==> src/rtl/stream_sequencer.sv <==
// stream_sequencer
// Job controller for the stream datapath (MIF -> DDS/aligners -> 4x4 array -> OSF).
// Each job goes through unit clear, MIF load, array compute and OSF drain, and
// then returns to an automatic clear. MIF writes and OSF reads are gated from
// the decoded AHB data-phase requests. Offending requests produce a one-cycle
// err pulse.
//
// Ports:
//   HCLK        in   system clock, rising edge
//   HRESET      in   synchronous active-high reset
//   wr_req      in   decoded AHB write data phase
//   rd_req      in   decoded AHB read request
//   mif_full    in   MIF full status
//   osf_empty   in   OSF empty status
//   valid       in   array result-valid strobe
//   mif_we      out  MIF write enable (combinational)
//   osf_re      out  OSF read enable (combinational)
//   ip_resetn   out  active-low reset to DDS/array/MIF
//   acc_resetn  out  active-low accumulator clear
//   busy        out  stall request to the wrapper (HREADYOUT low)
//   err         out  one-cycle error pulse, registered
//   state       out  CLEAR=0, IDLE=1, LOAD=2, COMPUTE=3, DRAIN=4
//   result_cnt  out  results captured in the current job
//   timeout     out  sticky compute-abort flag
module stream_sequencer #(
  parameter int LOAD_WORDS = 8,
  parameter int OSF_DEPTH  = 8,
  parameter int CLR_CYCLES = 4,
  parameter int TIMEOUT    = 256,
  parameter int CNT_W      = 4
) (
  input  logic             HCLK,
  input  logic             HRESET,
  input  logic             wr_req,
  input  logic             rd_req,
  input  logic             mif_full,
  input  logic             osf_empty,
  input  logic             valid,
  output logic             mif_we,
  output logic             osf_re,
  output logic             ip_resetn,
  output logic             acc_resetn,
  output logic             busy,
  output logic             err,
  output logic [2:0]       state,
  output logic [CNT_W-1:0] result_cnt,
  output logic             timeout
);

  localparam int CLR_W = (CLR_CYCLES > 1) ? $clog2(CLR_CYCLES) : 1;
  localparam int WD_W  = (TIMEOUT > 1) ? $clog2(TIMEOUT) : 1;

  localparam logic [CLR_W-1:0] CLR_LAST  = CLR_W'(CLR_CYCLES - 1);
  localparam logic [WD_W-1:0]  WD_LAST   = WD_W'(TIMEOUT - 1);
  localparam logic [CNT_W-1:0] LOAD_LAST = CNT_W'(LOAD_WORDS);
  localparam logic [CNT_W-1:0] OSF_MAX   = CNT_W'(OSF_DEPTH);

  typedef enum logic [2:0] {
    S_CLEAR   = 3'd0,
    S_IDLE    = 3'd1,
    S_LOAD    = 3'd2,
    S_COMPUTE = 3'd3,
    S_DRAIN   = 3'd4
  } state_t;

  state_t           r_state;
  logic [CLR_W-1:0] r_clr_cnt;
  logic [CNT_W-1:0] r_load_cnt;
  logic [CNT_W-1:0] r_result_cnt;
  logic [CNT_W-1:0] r_drain_cnt;
  logic [WD_W-1:0]  r_wd_cnt;
  logic             r_timeout;
  logic             r_err;
  logic             r_valid_q;

  logic             w_both;
  logic             w_fall;
  logic [CNT_W-1:0] w_load_next;
  logic [CNT_W-1:0] w_drain_next;

  // A simultaneous write and read is rejected outright, so both enables
  // are masked by w_both.
  assign w_both       = wr_req & rd_req;
  assign w_fall       = r_valid_q & ~valid & (r_result_cnt != '0);
  assign w_load_next  = r_load_cnt + 1'b1;
  assign w_drain_next = r_drain_cnt + 1'b1;

  assign mif_we = wr_req & ~w_both &
                  ((r_state == S_IDLE) | ((r_state == S_LOAD) & ~mif_full));
  assign osf_re = rd_req & ~w_both & (r_state == S_DRAIN) & ~osf_empty;

  assign busy       = (r_state == S_CLEAR) | (r_state == S_COMPUTE);
  assign ip_resetn  = (r_state != S_CLEAR);
  assign acc_resetn = (r_state != S_CLEAR);
  assign err        = r_err;
  assign state      = r_state;
  assign result_cnt = r_result_cnt;
  assign timeout    = r_timeout;

  always_ff @(posedge HCLK) begin
    if (HRESET) begin
      r_state      <= S_CLEAR;
      r_clr_cnt    <= '0;
      r_load_cnt   <= '0;
      r_result_cnt <= '0;
      r_drain_cnt  <= '0;
      r_wd_cnt     <= '0;
      r_timeout    <= 1'b0;
      r_err        <= 1'b0;
      r_valid_q    <= 1'b0;
    end else begin
      r_valid_q <= valid;
      r_err     <= 1'b0;
      case (r_state)
        S_CLEAR: begin
          // Requests here are stalled by busy: no accept, no error.
          if (r_clr_cnt == CLR_LAST) begin
            r_state      <= S_IDLE;
            r_clr_cnt    <= '0;
            r_load_cnt   <= '0;
            r_result_cnt <= '0;
            r_drain_cnt  <= '0;
          end else begin
            r_clr_cnt <= r_clr_cnt + 1'b1;
          end
        end
        S_IDLE: begin
          if (w_both) begin
            r_err <= 1'b1;
          end else if (wr_req) begin
            r_load_cnt <= CNT_W'(1);
            r_wd_cnt   <= '0;
            if (LOAD_WORDS == 1) r_state <= S_COMPUTE;
            else                 r_state <= S_LOAD;
          end else if (rd_req) begin
            r_err <= 1'b1;  // nothing to read yet
          end
        end
        S_LOAD: begin
          if (w_both) begin
            r_err <= 1'b1;
          end else if (wr_req) begin
            if (mif_full) begin
              r_err <= 1'b1;
            end else begin
              r_load_cnt <= w_load_next;
              if (w_load_next == LOAD_LAST) begin
                r_state  <= S_COMPUTE;
                r_wd_cnt <= '0;
              end
            end
          end else if (rd_req) begin
            r_err <= 1'b1;
          end
        end
        S_COMPUTE: begin
          r_wd_cnt <= r_wd_cnt + 1'b1;
          if (valid && (r_result_cnt != OSF_MAX))
            r_result_cnt <= r_result_cnt + 1'b1;
          // End of the result burst wins over a coincident watchdog expiry.
          if (w_fall) begin
            r_state <= S_DRAIN;
          end else if (r_wd_cnt == WD_LAST) begin
            r_timeout <= 1'b1;
            r_state   <= S_CLEAR;
            r_clr_cnt <= '0;
          end
        end
        S_DRAIN: begin
          if (w_both) begin
            r_err <= 1'b1;
          end else if (rd_req) begin
            if (osf_empty) begin
              // Underflow: the job is unrecoverable, reset the units.
              r_err     <= 1'b1;
              r_state   <= S_CLEAR;
              r_clr_cnt <= '0;
            end else begin
              r_drain_cnt <= w_drain_next;
              if (w_drain_next == r_result_cnt) begin
                r_state   <= S_CLEAR;
                r_clr_cnt <= '0;
              end
            end
          end else if (wr_req) begin
            r_err <= 1'b1;
          end
        end
        default: begin
          r_state   <= S_CLEAR;
          r_clr_cnt <= '0;
        end
      endcase
    end
  end

endmodule
==> config.mk <==
export PLATFORM = sky130hd
export DESIGN_NAME = stream_sequencer
export DESIGN_NICKNAME = d
export VERILOG_FILES = /design/src/rtl/stream_sequencer.sv
export SDC_FILE = /design/constraint.sdc
export NUM_CORES = 1
export LEC_CHECK = 0
export ABC_AREA = 1
export CAP_MARGIN = 20
export CORE_MARGIN = 2
export CORE_UTILIZATION = 50
export DETAILED_ROUTE_END_ITERATION = 16
export PLACE_DENSITY_LB_ADDON = 0.12
export SLEW_MARGIN = 25
export SYNTH_ARGS = -nofsm -noshare
export SYNTH_HDL_FRONTEND = slang
export SYNTH_SLANG_ARGS = --single-unit
==> constraint.sdc <==
create_clock -name HCLK -period 1.55 [get_ports HCLK]
set_clock_uncertainty 0.2 [all_clocks]
set_input_delay 0.155 -clock HCLK [delete_from_list [all_inputs] [get_ports HCLK]]
set_output_delay 0.155 -clock HCLK [all_outputs]
set_load 0.01 [all_outputs]
==> results of run 1 <==
[sequential cells by signal (all words and copies together), names as in the netlist]
signal and count:
err 1, result_cnt 4, r_valid_q 1, r_drain_cnt 4
timeout 1, r_wd_cnt 8, state 3, r_clr_cnt 2
r_load_cnt 4
[per-layer routing]
metal  vias to the layer above  routed length [um]  track usage [%]
met2                        64                2906            49.87
li1                       1026                   -                -
met3                        20                 236            2.883
met1                       983                2325            29.35
met5                         -                   0                0
met4                         0                 199            9.722
[worst register-to-register path: stages, from the launching register on]
cell and delay (ns):
dfxtp_4 0.41, buf_4 0.12, nor2_4 0.03, buf_6 0.12, buf_6 0.11, nand3_4 0.07
a21boi_4 0.22, nand2_4 0.09, buf_4 0.15, nor3_4 0.11, nor3b_2 0.06
[placed cells by master (no fill, tap or decap), types with 2 or more instances in the layout]
cell type	netlist	routed
buf_4	3	55
nand2_1	57	41
inv_1	32	25
nor2_1	30	23
nand3_1	25	20
dfxtp_1	28	18
buf_6	0	18
nand2_2	3	14
a21oi_1	19	11
a21oi_2	0	8
dlygate4sd2_1	0	8
nand2_4	2	7
o21ai_1	1	7
nor2_4	2	6
or2_2	6	6
clkdlybuf4s50_1	0	6
inv_4	0	5
nor2_2	2	5
nand3_2	1	5
nand4_1	5	5
dfxtp_4	0	5
dfxtp_2	0	5
inv_2	2	4
o21ai_2	3	4
nor3_1	5	4
ha_1	6	4
xor2_1	3	3
o21ai_0	12	3
clkbuf_4	0	3
o21ai_4	0	2
buf_2	0	2
[worst max path at each step]
stage                         from             to  slack (ns)  cells past startpoint
finish                    state[0]  result_cnt[3]       -0.26                     10
global route              state[0]  result_cnt[2]       -0.34                     11
CTS                       state[0]         mif_we       -0.29                      7
detailed placement          rd_req         mif_we       -0.43                      4
global placement            rd_req         mif_we       -0.42                      4
floorplan           r_drain_cnt[1]       state[1]      -0.002                      8
[metrics by stage]
step / instances / worst slack, ns / area, sq um / setup TNS [ns] / util [%]
after floorplan: 256 / -0.001582 / 1768 / -0.001582 / -
after global placement: 374 / -0.4150 / 2420 / -7.381 / 73.09
after detailed placement: 374 / -0.4285 / 2420 / -7.720 / 73.09
after CTS: 387 / -0.2938 / 2668 / -3.289 / 80.57
after global routing: 392 / -0.3352 / 2844 / -7.300 / 85.90
final: 392 / -0.2574 / 2844 / -4.991 / 85.90
[logic make-up (layout without fill, tap and decap cells)]
family / count (synthesis) / after routing / share of synthesized area (%)
AND/OR/NAND/NOR: 140 / 140 / 38.01
AO/OA/AOI/OAI: 40 / 40 / 13.82
buffers and inverters: 38 / 128 / 8.991
flip-flops: 28 / 28 / 32.75
adder cells (fa/ha/maj): 6 / 6 / 4.386
XOR/XNOR: 4 / 4 / 2.047
[power breakdown]
group | switching, mW | total [mW] | internal (mW)
Combinational | 1.36 | 2.67 | 1.32
Clock | 0.229 | 0.427 | 0.197
Sequential | 0.118 | 0.964 | 0.846
[repair_timing]
| item | 4_1_cts | 5_1_grt |
|---|---|---|
| hold endpoints to repair | 0 | 0 |
| pin swaps | 11 | 13 |
| setup buffers | 10 | 5 |
| gates cloned | 0 | 0 |
| setup endpoints to repair | 39 | 33 |
| resized for setup | 81 | 48 |
[cell type report]
| class | instances | area (sq um) | area share [%] |
|---|---|---|---|
| well taps | 46 | 57.56 | 2.024 |
| clock buffers | 4 | 47.55 | 1.672 |
| multi-input cells | 190 | 1252 | 44.04 |
| inverters | 34 | 140.1 | 4.927 |
| flip-flops and latches | 28 | 585.6 | 20.59 |
| repair buffers | 90 | 760.7 | 26.75 |
==> impl_metrics.ini, run 1 <==
[cells_and_area]
fin_nets = 360
antenna_cells = 0
drive_above_1_share_pct = 47.98
area_growth_pct = 66.16
fill_cells = 194

[logic_synthesis]
async_flop_share_pct = 0
synth_commonest_cells = nand2_1 (57), inv_1 (32), nor2_1 (30)
synth_top_flop_cell = dfxtp_1
syn_inst = 256
synth.area.top_cells = dfxtp_1 (33%), nand2_1 (13%), nand3_1 (7.3%)
yosysTopAreaCell = dfxtp_1
syn_nets = 269
synth_seq_area_share_pct = 32.75
syn_area_per_cell_sq_um = 6.686
ys_ff_latch = 28
post-synth-top-count-cell = nand2_1
yosys_warnings = 0
ys_types = 30
netlist_area_sq_mm = 0.001712
synth_edf_count = 0
synth_top_area_share_pct = 32.75

[hold_path]
worstHoldStart = valid
hold_class = in -> reg
hold_path_end = r_valid_q
hold_path_depth = 3

[worst_setup_path]
path_delay_family = buffers and inverters
cp_data_required_time_ns = 1.60
path_cells = buf_4 -> nor2_4 -> buf_6 -> buf_6 -> nand3_4 -> a21boi_4 -> nand2_4 -> buf_4 -> nor3_4 -> nor3b_2
r2r-start = state[0]
crit_arrival_ns = 1.86
r2r_setup_slack_ns = -0.26
critPathMaxStageDelay_ns = 0.41
r2r-end = result_cnt[3]
endpoint_kind = register
path_max_fanout = 5
cpMaxStageDelayCell = dfxtp_4
reg2reg_depth = 10
start_kind = register
path_buf_inv = 4
path_class = reg -> reg

[timing]
fin_crit_sh_pct = 116.6
hold-worst-slack_ns = 0.1937
hold_violations = 0
report.final.slew_viol_count = 0
fin_crit_ns = 1.807
rsz0062_at_grt = yes
maxSlewHeadroom_pct = 81.84
max_freq_ghz = 0.5533
setup-violations-final = 31
tightest_slew_ns = 0.2714
setup_slack_ns = -0.2574

[global_routing]
grt_first_pass_wirelength_um = 8307
first_global_vias = 1945
overflow = 0
grt_usage_pct = 26.06
antenna_found_initial = 0
grt_max_degree = 17

[power]
p_leak_nw = 1.334
vdd_drop_max_mv = 0.9568
p_total_mw = 4.063
power.density_mw_per_mm2 = 1429

[die]
core_sq_mm = 0.003311
initial_core_util_pct = 51.70
pin_count = 21
rows = 21
die_h_um = 62.51
die_x_um = 62.51
die_area_sq_mm = 0.003908

[cts]
htreeDepth = 1
cts_inserted_buffers = 3
clk_pin_slew_ns = 0.16
clockBufferDepth = 2
cts_hold_buf = 0
cts_num_sinks = 28
cts_tree = built
insertion_delay_ns = 0.33
cts_root_buf = clkbuf_4

[drt]
via_per_inst = 5.339
wl_um = 5668
via_count = 2093
first_iter_violations = 129
drc = 0
wl_per_cell_um = 14.46
firstDrtPassIters = 4
final_antenna_net_count = 0

[place]
place.gp.congestion = 0.8266
io_buffers = 20
dp_hpwl_um = 3270

[run_status]
outcome = finished, violations left
violations = setup timing

[flow_run]
cap_violations = 0
Power figures use the tool's default switching activity.
==> inputs of run 2 (changes only) <==
Settings changed: HOLD_SLACK_MARGIN from default to 0.03.
==> results of run 2 <==
No change in the layout: final DEF, timing and power equal those of run 1.
==> inputs of run 3 (changes only) <==
Settings changed: CELL_PAD_IN_SITES_DETAIL_PLACEMENT from default to 1, CELL_PAD_IN_SITES_GLOBAL_PLACEMENT from default to 1, CORE_UTILIZATION 50 to 35.
==> run 3 against run 2 <==
The flow still finishes with violations (setup timing). Worst setup slack gained 0.0046 ns. Wire length increased by 34%. Clock power grew 30%. Utilization decreased by 21 points. Sequential power barely moved. Global-route usage decreased by 1.4 points. Critical path depth rose by 1. Via count rose by 2.1%. Final area is 8.4% higher. Combinational power rose by 13%. Largest cell class unchanged. Largest power group unchanged.
==> impl_metrics.ini, run 3 (synthesis results as in run 1) <==
[global_routing]
antenna_found_initial = 0
grt_usage_pct = 24.68
grt_first_pass_wirelength_um = 10360
overflow = 0
grt_max_degree = 17
first_global_vias = 2179

[power]
p_sw_share_pct = 44.04
p_clk_share_pct = 12.2
switchingPower_mw = 1.996
vdd_drop_max_mv = 0.9034
p_leak_nw = 1.390
power.density_mw_per_mm2 = 1469
cellInternalPower_mw = 2.536
pwr-share-comb_pct = 66.6
seq_power_share_pct = 21.3

[place]
dp_hpwl_um = 4098
io_buffers = 20
place.gp.congestion = 0.8285

[run_status]
violations = setup timing
outcome = finished, violations left

[cells_and_area]
fin_nets = 366
drive_above_1_share_pct = 57.67
top_register = r_wd_cnt
largest_register_ff_count = 8
area_growth_pct = 80.19
antenna_cells = 0
layout_commonest_cell = buf_4
final_cell_mix = buf_4 (57), nand2_1 (32), nand2_2 (23), inv_1 (22), buf_6 (20)
final_core_utilization_pct = 65.30

[die]
die_x_um = 73.93
die_h_um = 73.93
pin_count = 21
die_area_sq_mm = 0.005466
initial_core_util_pct = 36.24
rows = 25
core_sq_mm = 0.004723

[worst_setup_path]
path_class = reg -> reg
reg2reg_depth = 11
start_kind = register
endpoint_kind = register
path_max_fanout = 6
cp_data_required_time_ns = 1.58
crit_arrival_ns = 1.83
r2r_setup_slack_ns = -0.25

[drt]
via_per_inst = 5.100
final_antenna_net_count = 0
via_count = 2137
first_iter_violations = 100
drc = 0
wl_um = 7567
firstDrtPassIters = 4
wl_per_cell_um = 18.06

[cts]
cts_inserted_buffers = 3
clockBufferDepth = 2
cts_num_sinks = 28
clk_pin_slew_ns = 0.11
cts_hold_buf = 0
cts_root_buf = clkbuf_8
htreeDepth = 1
insertion_delay_ns = 0.29
cts_tree = built

[hold_path]
hold_class = in -> reg
hold_path_depth = 3

[timing]
report.final.slew_viol_count = 0
setup-violations-final = 31
tightest_slew_ns = 0.3015
fin_crit_sh_pct = 116.3
maxSlewHeadroom_pct = 79.83
setup_slack_ns = -0.2527
hold_violations = 0
hold-worst-slack_ns = 0.2450
rsz0062_at_grt = yes
tns_ns = -5.098
max_freq_ghz = 0.5547
fin_crit_ns = 1.803

[flow_run]
cap_violations = 0
-- run 3: cell count changes in the layout (fill, tap and decap cells not counted), sizes merged --
cell,delta
clkinvlp,+1
dlymetal6s2s,+1
buf,+6
inv,-1
clkbuf,-1
-- run 3: timing repair --
| action | in CTS | in global routing |
|---|---|---|
| setup endpoints to repair | 38 | 33 |
| hold endpoints to repair | 0 | 0 |
| gates cloned | 0 | 0 |
| resized for setup | 117 | 48 |
| pin swaps | 24 | 23 |
| setup buffers | 7 | 8 |
-- run 3: layout make-up --
cell class / count / area (sq um)
clock buffer: 4 / 66.31
fill: 563 / 1639
inverter: 34 / 143.9
multi-input combinational: 190 / 1373
sequential: 28 / 586.8
tap: 67 / 83.83
timing repair buffer: 96 / 830.8
-- run 3: worst paths after layout --
kind                from        end
min                valid  r_valid_q
max reg2reg  r_wd_cnt[1]   state[0]
min reg2reg      timeout    timeout
max          r_wd_cnt[1]   state[0]
-- run 3: worst max-delay path: stages, from the launching register on --
cell	delay [ns]
dfxtp_2	0.36
ha_2	0.19
nand2_1	0.10
nor2_2	0.17
nand2_2	0.09
nand3_2	0.09
nand3_2	0.10
nor2_4	0.11
nand2_4	0.09
nand2_1	0.08
nand2_1	0.06
nor2_1	0.10
-- run 3: routing by layer --
metal	part of all wire [%]	GRT usage, %	wire length (um)	vias up
li1	-	-	-	1022
met3	2.2	2.033	168	22
met2	54	47.82	4050	46
met4	3.1	6.061	235	0
met1	41	29.06	3111	1047
met5	0	0	0	-
-- run 3: power groups by stage --
| stage | clock [mW] | combinational (mW) | sequential [mW] |
|---|---|---|---|
| floorplan | 0 | 1.01 | 0.961 |
| global placement | 0 | 1.89 | 0.940 |
| detailed placement | 0 | 1.94 | 0.944 |
| CTS | 0.553 | 2.53 | 0.940 |
| global route | 0.593 | 3.21 | 0.973 |
| finish | 0.553 | 3.02 | 0.963 |
-- run 3: stage by stage --
| step | cell area, sq um | worst slack, ns | total power, mW | instances |
|---|---|---|---|---|
| floorplan | 1768 | -0.001582 | 1.975 | 256 |
| global placement | 2499 | -0.4504 | 2.825 | 402 |
| detailed placement | 2499 | -0.4907 | 2.882 | 402 |
| CTS | 2894 | -0.2355 | 4.022 | 412 |
| global route | 3084 | -0.3505 | 4.778 | 419 |
| finish | 3084 | -0.2527 | 4.532 | 419 |
